### src/rtl/conv_sequencer.sv
// Run controller for the conv/pool accelerator: reset hold, weight load, activation stream, drain with timeout.
// Latency: RST_CYC + K*K+1 + N*N cycles to DRAIN; no backpressure, abort returns to IDLE on the next edge.
module conv_sequencer #(
  parameter int N         = 10,
  parameter int K         = 3,
  parameter int RST_CYC   = 20,
  parameter int DRAIN_MAX = 1024
) (
  input  logic                clk,
  input  logic                global_rst,
  input  logic                start,
  input  logic                abort,
  output logic                busy,
  output logic                done,
  output logic                err_timeout,
  output logic [7:0]          w_raddr,
  input  logic [15:0]         w_rdata,
  output logic [15:0]         a_raddr,
  input  logic [15:0]         a_rdata,
  output logic                acc_rst,
  output logic                acc_ce,
  output logic [K*K*16-1:0]   acc_weight,
  output logic [15:0]         acc_act,
  input  logic [31:0]         acc_data,
  input  logic                acc_valid,
  input  logic                acc_end,
  output logic                res_we,
  output logic [15:0]         res_waddr,
  output logic [31:0]         res_wdata,
  output logic [15:0]         out_count
);
  localparam int KK = K * K;
  localparam int NN = N * N;

  typedef enum logic [2:0] {IDLE, CLR, LDW, STREAM, DRAIN, DONE} state_t;

  state_t              state, state_nxt;
  logic [31:0]         cnt;
  logic [KK-1:0][15:0] w_q;
  logic [15:0]         act_q;
  logic                act_live;
  logic                ce_q;
  logic                ce_d;
  logic                start_ok;
  logic                timeout_hit;
  logic                cap_en;

  always_ff @(posedge clk or negedge global_rst) begin
    if (!global_rst) begin
      state <= IDLE;
      cnt   <= '0;
    end else begin
      state <= state_nxt;
      if (state_nxt != state) cnt <= '0;
      else if (state != IDLE) cnt <= cnt + 32'd1;
    end
  end

  always_comb begin
    state_nxt = state;
    case (state)
      IDLE:    if (start) state_nxt = CLR;
      CLR:     if (cnt == 32'(RST_CYC - 1)) state_nxt = LDW;
      LDW:     if (cnt == 32'(KK)) state_nxt = STREAM;
      STREAM:  if (cnt == 32'(NN - 1)) state_nxt = DRAIN;
      DRAIN:   if (acc_end) state_nxt = DONE;
               else if (cnt == 32'(DRAIN_MAX - 1)) state_nxt = IDLE;
      DONE:    state_nxt = IDLE;
      default: state_nxt = IDLE;
    endcase
    if (abort) state_nxt = IDLE;

    start_ok    = (state == IDLE) && start && !abort;
    timeout_hit = (state == DRAIN) && !acc_end && !abort && (cnt == 32'(DRAIN_MAX - 1));
    cap_en      = (state == LDW) && !abort;
    // ce stays up only while we remain in the stream/drain phase
    ce_d        = (state == STREAM || state == DRAIN) &&
                  (state_nxt == STREAM || state_nxt == DRAIN);

    busy      = (state != IDLE);
    done      = (state == DONE);
    acc_rst   = (state == CLR);
    w_raddr   = (state == LDW && cnt < 32'(KK)) ? cnt[7:0] : 8'd0;
    a_raddr   = (state == STREAM) ? cnt[15:0] : 16'd0;
    res_we    = (state == STREAM || state == DRAIN) && acc_valid && !acc_end && !abort;
    res_waddr = res_we ? out_count : 16'd0;
    res_wdata = res_we ? acc_data : 32'd0;
  end

  always_ff @(posedge clk or negedge global_rst) begin
    if (!global_rst) begin
      w_q         <= '0;
      act_q       <= '0;
      act_live    <= 1'b0;
      ce_q        <= 1'b0;
      out_count   <= '0;
      err_timeout <= 1'b0;
    end else begin
      // a_rdata carries fresh stream data in the cycle after each STREAM address
      act_live <= (state == STREAM) && !abort;
      if (act_live) act_q <= a_rdata;
      ce_q <= ce_d;
      if (start_ok) begin
        out_count   <= '0;
        err_timeout <= 1'b0;
        w_q         <= '0;
      end else begin
        if (res_we && out_count != 16'hFFFF) out_count <= out_count + 16'd1;
        if (timeout_hit) err_timeout <= 1'b1;
        for (int i = 0; i < KK; i++) begin
          if (cap_en && cnt == 32'(i + 1)) w_q[i] <= w_rdata;
        end
      end
    end
  end

  assign acc_weight = w_q;
  assign acc_ce     = ce_q;
  assign acc_act    = act_live ? a_rdata : act_q;

endmodule

### config.mk
export PLATFORM = sky130hd
export DESIGN_NAME = conv_sequencer
export DESIGN_NICKNAME = d
export VERILOG_FILES = /design/src/rtl/conv_sequencer.sv
export SDC_FILE = /design/constraint.sdc
export NUM_CORES = 1
export LEC_CHECK = 0
export BUFFER_PORTS_ARGS = -buffer_cell sky130_fd_sc_hd__buf_2
export CAP_MARGIN = 20
export CELL_PAD_IN_SITES_DETAIL_PLACEMENT = 1
export CELL_PAD_IN_SITES_GLOBAL_PLACEMENT = 1
export CORE_MARGIN = 5
export CORE_UTILIZATION = 40
export CTS_CLUSTER_DIAMETER = 30
export DETAILED_ROUTE_END_ITERATION = 7
export GPL_TIMING_DRIVEN = 0
export PLACE_DENSITY_LB_ADDON = 0.1
export SYNTH_ARGS = -nofsm -noshare
export SYNTH_HDL_FRONTEND = slang
export SYNTH_SLANG_ARGS = --single-unit
### constraint.sdc
create_clock -name clk -period 3.65 [get_ports clk]
set_clock_uncertainty 0.2 [all_clocks]
set_input_delay 0.365 -clock clk [delete_from_list [all_inputs] [get_ports clk]]
set_output_delay 0.365 -clock clk [all_outputs]
set_load 0.02 [all_outputs]
== Word level (Yosys, flattened, before mapping) ==
Cells that the tools add are included.
W data, S select, Z words.
Storage, ports and cells
  register bits: 214
  logic and storage cells: 109
  input bits: 70
Operators by class
  reduce and logical (&&, ||, !) cells: 40
  equality and inequality tests: 21
  muxes and demuxes: 29
  $lt $le $gt $ge: 1
  add/subtract/negate cells: 2
Operators by type and width (number)
  $mux W16: 14
  $mux W144: 1
  $eq A32 B3 Y1 const B: 4
  $mux W32: 3
  $eq A32 B2 Y1 const B: 2
  $eq A32 B4 Y1 const B: 2
  $add A32 B1 Y32 const B: 1
  $eq A32 B1 Y1 const B: 1
  $eq A32 B10 Y1 const B: 1
  $eq A32 B5 Y1 const B: 1
  $eq A32 B7 Y1 const B: 1
  $lt A32 B4 Y1 const B: 1
  $reduce_bool A2 Y1: 12
  $logic_and A1 B1 Y1: 22
  $mux W3: 7
  $add A16 B1 Y16 const B: 1
  $ne A16 B16 Y1 const B: 1
  $pmux W3 S5: 1
  $eq A3 B2 Y1 const B: 3
  $eq A3 B3 Y1 const B: 3
  $mux W8: 1
  $eq A3 B1 Y1 const B: 1
  $logic_not A3 Y1: 1
  $ne A3 B3 Y1: 1
  4 further kinds: 7

== Depth between registers and ports, before layout ==
  depth in word-level cells: 8
  depth in mapped cells: 10

== Least setup slack after synthesis ==
Ideal clock, no wire load.
  path kind: register to output
  from: register cnt[5]
  to: output port w_raddr[0]
  stages on the path, launching flop included: 6
  path slack: 1.142 ns
  arrival: 1.943 ns
  buffers on the path: 1
  path through: dfrtp_1 -> buf_2 -> or4b_1 -> nor4_4 -> and4_1 -> and2_1
Between the ends
  word-level cells in the longest chain between the ends: 3
Ends and longest elaborated chain
  start, declared: RTL line 38  | logic [31:0] cnt;
  start signal, assigned: RTL line 55  | else if (state != IDLE) cnt <= cnt + 32'd1;
  $lt A32 B4 Y1: RTL line 83  | w_raddr = (state == LDW && cnt < 32'(KK)) ? cnt[7:0] : 8'd0;
  $logic_and A1 B1 Y1: RTL line 83
  $mux W8: RTL line 83
  end, declared: RTL line 16  | output logic [7:0] w_raddr,
No other way between the ends.

== Worst setup path after layout ==
Same ends and word-level chain as after synthesis.

==> metrics.md <==
| Metric | Value |
|---|---|
| Status | `finished clean` |
| Total wire length | `38.9 mm` |
| Dpl hpwl | `26.9 mm` |
| DRT antenna net count | `0` |
| # setup viols final | `0` |
| Layout cells sized above 1 | `33.0%` |
| Final Hold Violating Endpoints | `0` |
| Layout area overhead | `38.6%` |
| CP endpoint kind | `output port` |
| Clock Latency Late Sink | `0.55 ns` |
| Worst Hold Class | `in -> async` |
| Placed cell count | `1731` |
| Setup crit start kind | `register` |
| EDFF count, synth | `0` |
| Clk slew on worst S/H paths | `0.05 ns` |
| Worst IR Drop VDD | `0.387 mV` |
| Vias/cell | `5.28` |
| Syn_area_per_cell | `9.67 sq um` |
| R2r endpoint | `acc_weight[31]$_DFFE_PN0P_` |
| Final Critical Period | `3.33 ns` |
| Initial drt markers | `424` |
| I/O pins | `324` |
| Async S/R FF share, synth | `100%` |
| Max Buffers Root-to-Sink | `3` |
| Drt first pass iters | `4` |
| Initial core utilization | `40.5%` |
| WS Path Type | `reg -> out` |
| DIE AREA | `0.0296 sq mm` |
| Number of port buffers | `303` |
| Relative slew slack | `45.4%` |
| Fin crit share | `91.3%` |
| Vias in the first global route | `10500` |
| CTS H-tree lvls | `2` |
| CTS tree | `yes` |
| # clock sinks | `214` |
| Largest fanout on the critical path | `10` |
| Chip height | `172 microns` |
| Nets | `1546` |
| Core area | `0.0260 sq mm` |
| Critical Path Start | `cnt[5]$_DFFE_PN0P_` |
| Reg2reg setup slack | `0.36 ns` |
| Most frequent cells in the layout | `buf_2, nand2_1, dfrtp_1` |
| Largest net degree at the start of global routing | `92` |
| Pwr dens | `557 mW/mm^2` |
| Leak | `7.62 nW` |
| Setup TNS Final | `0 ns` |
| Critical Path AT | `2.77 ns` |
| Slew Limit Fails | `0` |
| Peak Freq | `0.300 GHz` |
| Register area share after synthesis | `50.9%` |
| Warnings from Yosys | `0` |
| Post-synthesis sequential element count | `214` |
| Row Count | `59` |
| Fin worst setup slack | `0.319 ns` |
| Synth cell types | `61` |
| DR DRC count | `0` |
| Final core occ | `56.1%` |
| Gpl congestion | `0.847` |
| DR WL/cell | `21.0 microns` |
| Antenna diodes | `0` |
| Tightest Pin Transition | `0.819 ns` |
| Final std cells w/o fill | `1849` |
| Most common cell after layout, fill and taps aside | `buf_2` |
| Syn Inst Count | `1088` |
| R2R Path Start | `state[0]$_DFF_PN0_` |
| RSZ-0062 raised after global routing | `no` |
| CTS buffer count | `53` |
| WP data required | `3.08 ns` |
| Remaining Overflow, GRT | `0` |
| Total Routing Usage GR | `25.4%` |
| First-pass GRT wire length | `58.9 mm` |
| Synth Flop Type | `dfrtp_1` |
| Vias | `9762` |
| Clock Tree Root | `clkbuf_16` |
| Max Cap Viol | `0` |
| Cell area after synthesis | `0.0105 sq mm` |
| Initial antenna violation count | `0` |
| Pre-CTS setup slack | `0.146 ns` |
| Die X | `172 microns` |
| FF-to-FF path depth | `7` |
-- metal layers --
metal,up-vias,share of wire (%),track usage [%]
li1,4488,-,-
met1,4896,40,30.7
met2,297,50,44.6
met3,81,7.1,6.56
met4,0,2.7,8.27
met5,-,0,0
-- kinds of logic after synthesis --
logic type	after synthesis	synth area share, %
other	1	0.0357
adder cells (fa/ha/maj)	5	0.595
AO/OA/AOI/OAI	133	7.17
buffers and inverters	108	4.93
multiplexers	67	6.57
flip-flops	214	50.9
XOR/XNOR	36	3.00
AND/OR/NAND/NOR	524	26.8
-- where the power goes --
group,switching [mW],total (mW),internal (mW),leakage (nW)
combinational,0.497,0.730,0.233,3.73
clock,1.56,4.87,3.31,0.913
sequential,0.0494,2.52,2.47,2.97
-- through the flow --
stage                     instance area [sq um]  total power [mW]  hold WS (ns)
final                                     14600              8.12         0.108
after global routing                      14600              8.38         0.127
after CTS                                 14600              8.18         0.103
after detailed placement                  12500              3.27        0.0844
after global placement                    12500              3.24         0.277
after floorplan                           10500              2.95        -0.131
-- flip-flops by register name, summed over array words and instances (netlist names) --
signal,flops
acc_ce,1
acc_weight,144
act_live,1
act_q,16
cnt,32
err_timeout,1
out_count,16
state,3
-- worst max-delay path: stages, from the launching register on --
cell and delay [ns]:
dfrtp_1 0.37, buf_2 0.18, or4b_1 0.56, nor4_4 0.44
and4_1 0.36, and2_1 0.15, buf_2 0.16
-- what timing repair did --
item,CTS,global route
hold buffers,17,0
hold endpoints to repair,139,0
gates resized for setup,0,2
setup endpoints to repair,0,68
setup buffers,0,1
-- final cells by class --
| type | instances | area (sq um) |
|---|---|---|
| Clock buffer | 64 | 1440 |
| Buffer | 90 | 452 |
| Clock inverter | 34 | 423 |
| Fill cell | 3006 | 11400 |
| Tap cell | 335 | 419 |
| Sequential cell | 214 | 5360 |
| Timing Repair Buffer | 325 | 1770 |
| Inverter | 18 | 67.6 |
| Multi-Input combinational cell | 769 | 4650 |
-- how the worst max path moves through the flow --
stage,end,slack [ns],cells past startpoint
floorplan,w_raddr[0],1.14,5
global placement,cnt[17]$_DFFE_PN0P_,-1.91,1
detailed placement,acc_weight[13]$_DFFE_PN0P_,0.15,7
CTS,res_waddr[2],0.11,7
global route,acc_weight[31]$_DFFE_PN0P_,0.12,7
finish,w_raddr[0],0.32,6
-- synthesized netlist by cell type (2+ instances only) --
| library cell | number | area (sq um) |
|---|---|---|
| nor3b_1 | 3 | 22.5 |
| buf_1 | 4 | 15.0 |
| dfrtp_1 | 214 | 5360 |
| nor3_2 | 30 | 300 |
| nor2_1 | 78 | 293 |
| and3b_1 | 2 | 17.5 |
| or2_2 | 2 | 12.5 |
| nor4b_1 | 2 | 17.5 |
| nand3_1 | 18 | 90.1 |
| o311ai_0 | 2 | 17.5 |
| buf_6 | 9 | 101 |
| and3_1 | 7 | 43.8 |
| mux2i_1 | 51 | 510 |
| buf_4 | 5 | 37.5 |
| xor2_1 | 9 | 78.8 |
| buf_2 | 21 | 105 |
| inv_1 | 17 | 63.8 |
| a2111oi_0 | 2 | 17.5 |
| a21oi_1 | 102 | 510 |
| o211ai_1 | 6 | 45.0 |
| nand2b_1 | 2 | 12.5 |
| ha_1 | 5 | 62.6 |
| a211oi_1 | 2 | 15.0 |
| o21ai_0 | 4 | 20.0 |
| nand4_4 | 3 | 63.8 |
| xnor2_1 | 27 | 236 |
| nand2_1 | 216 | 811 |
| or3_1 | 5 | 31.3 |
| nor4_4 | 5 | 106 |
| or4_1 | 6 | 45.0 |
| nor3_1 | 19 | 95.1 |
| nand3b_1 | 3 | 22.5 |
| nor4_1 | 18 | 113 |
| and4_1 | 10 | 87.6 |
| clkbuf_1 | 51 | 191 |
| nand4_1 | 21 | 131 |
| nand4b_1 | 2 | 17.5 |
| o41a_1 | 2 | 22.5 |
| mux2_2 | 16 | 180 |
| o41ai_1 | 2 | 17.5 |
| and2_1 | 65 | 407 |
Note: power is estimated with default switching activity, not from simulation.
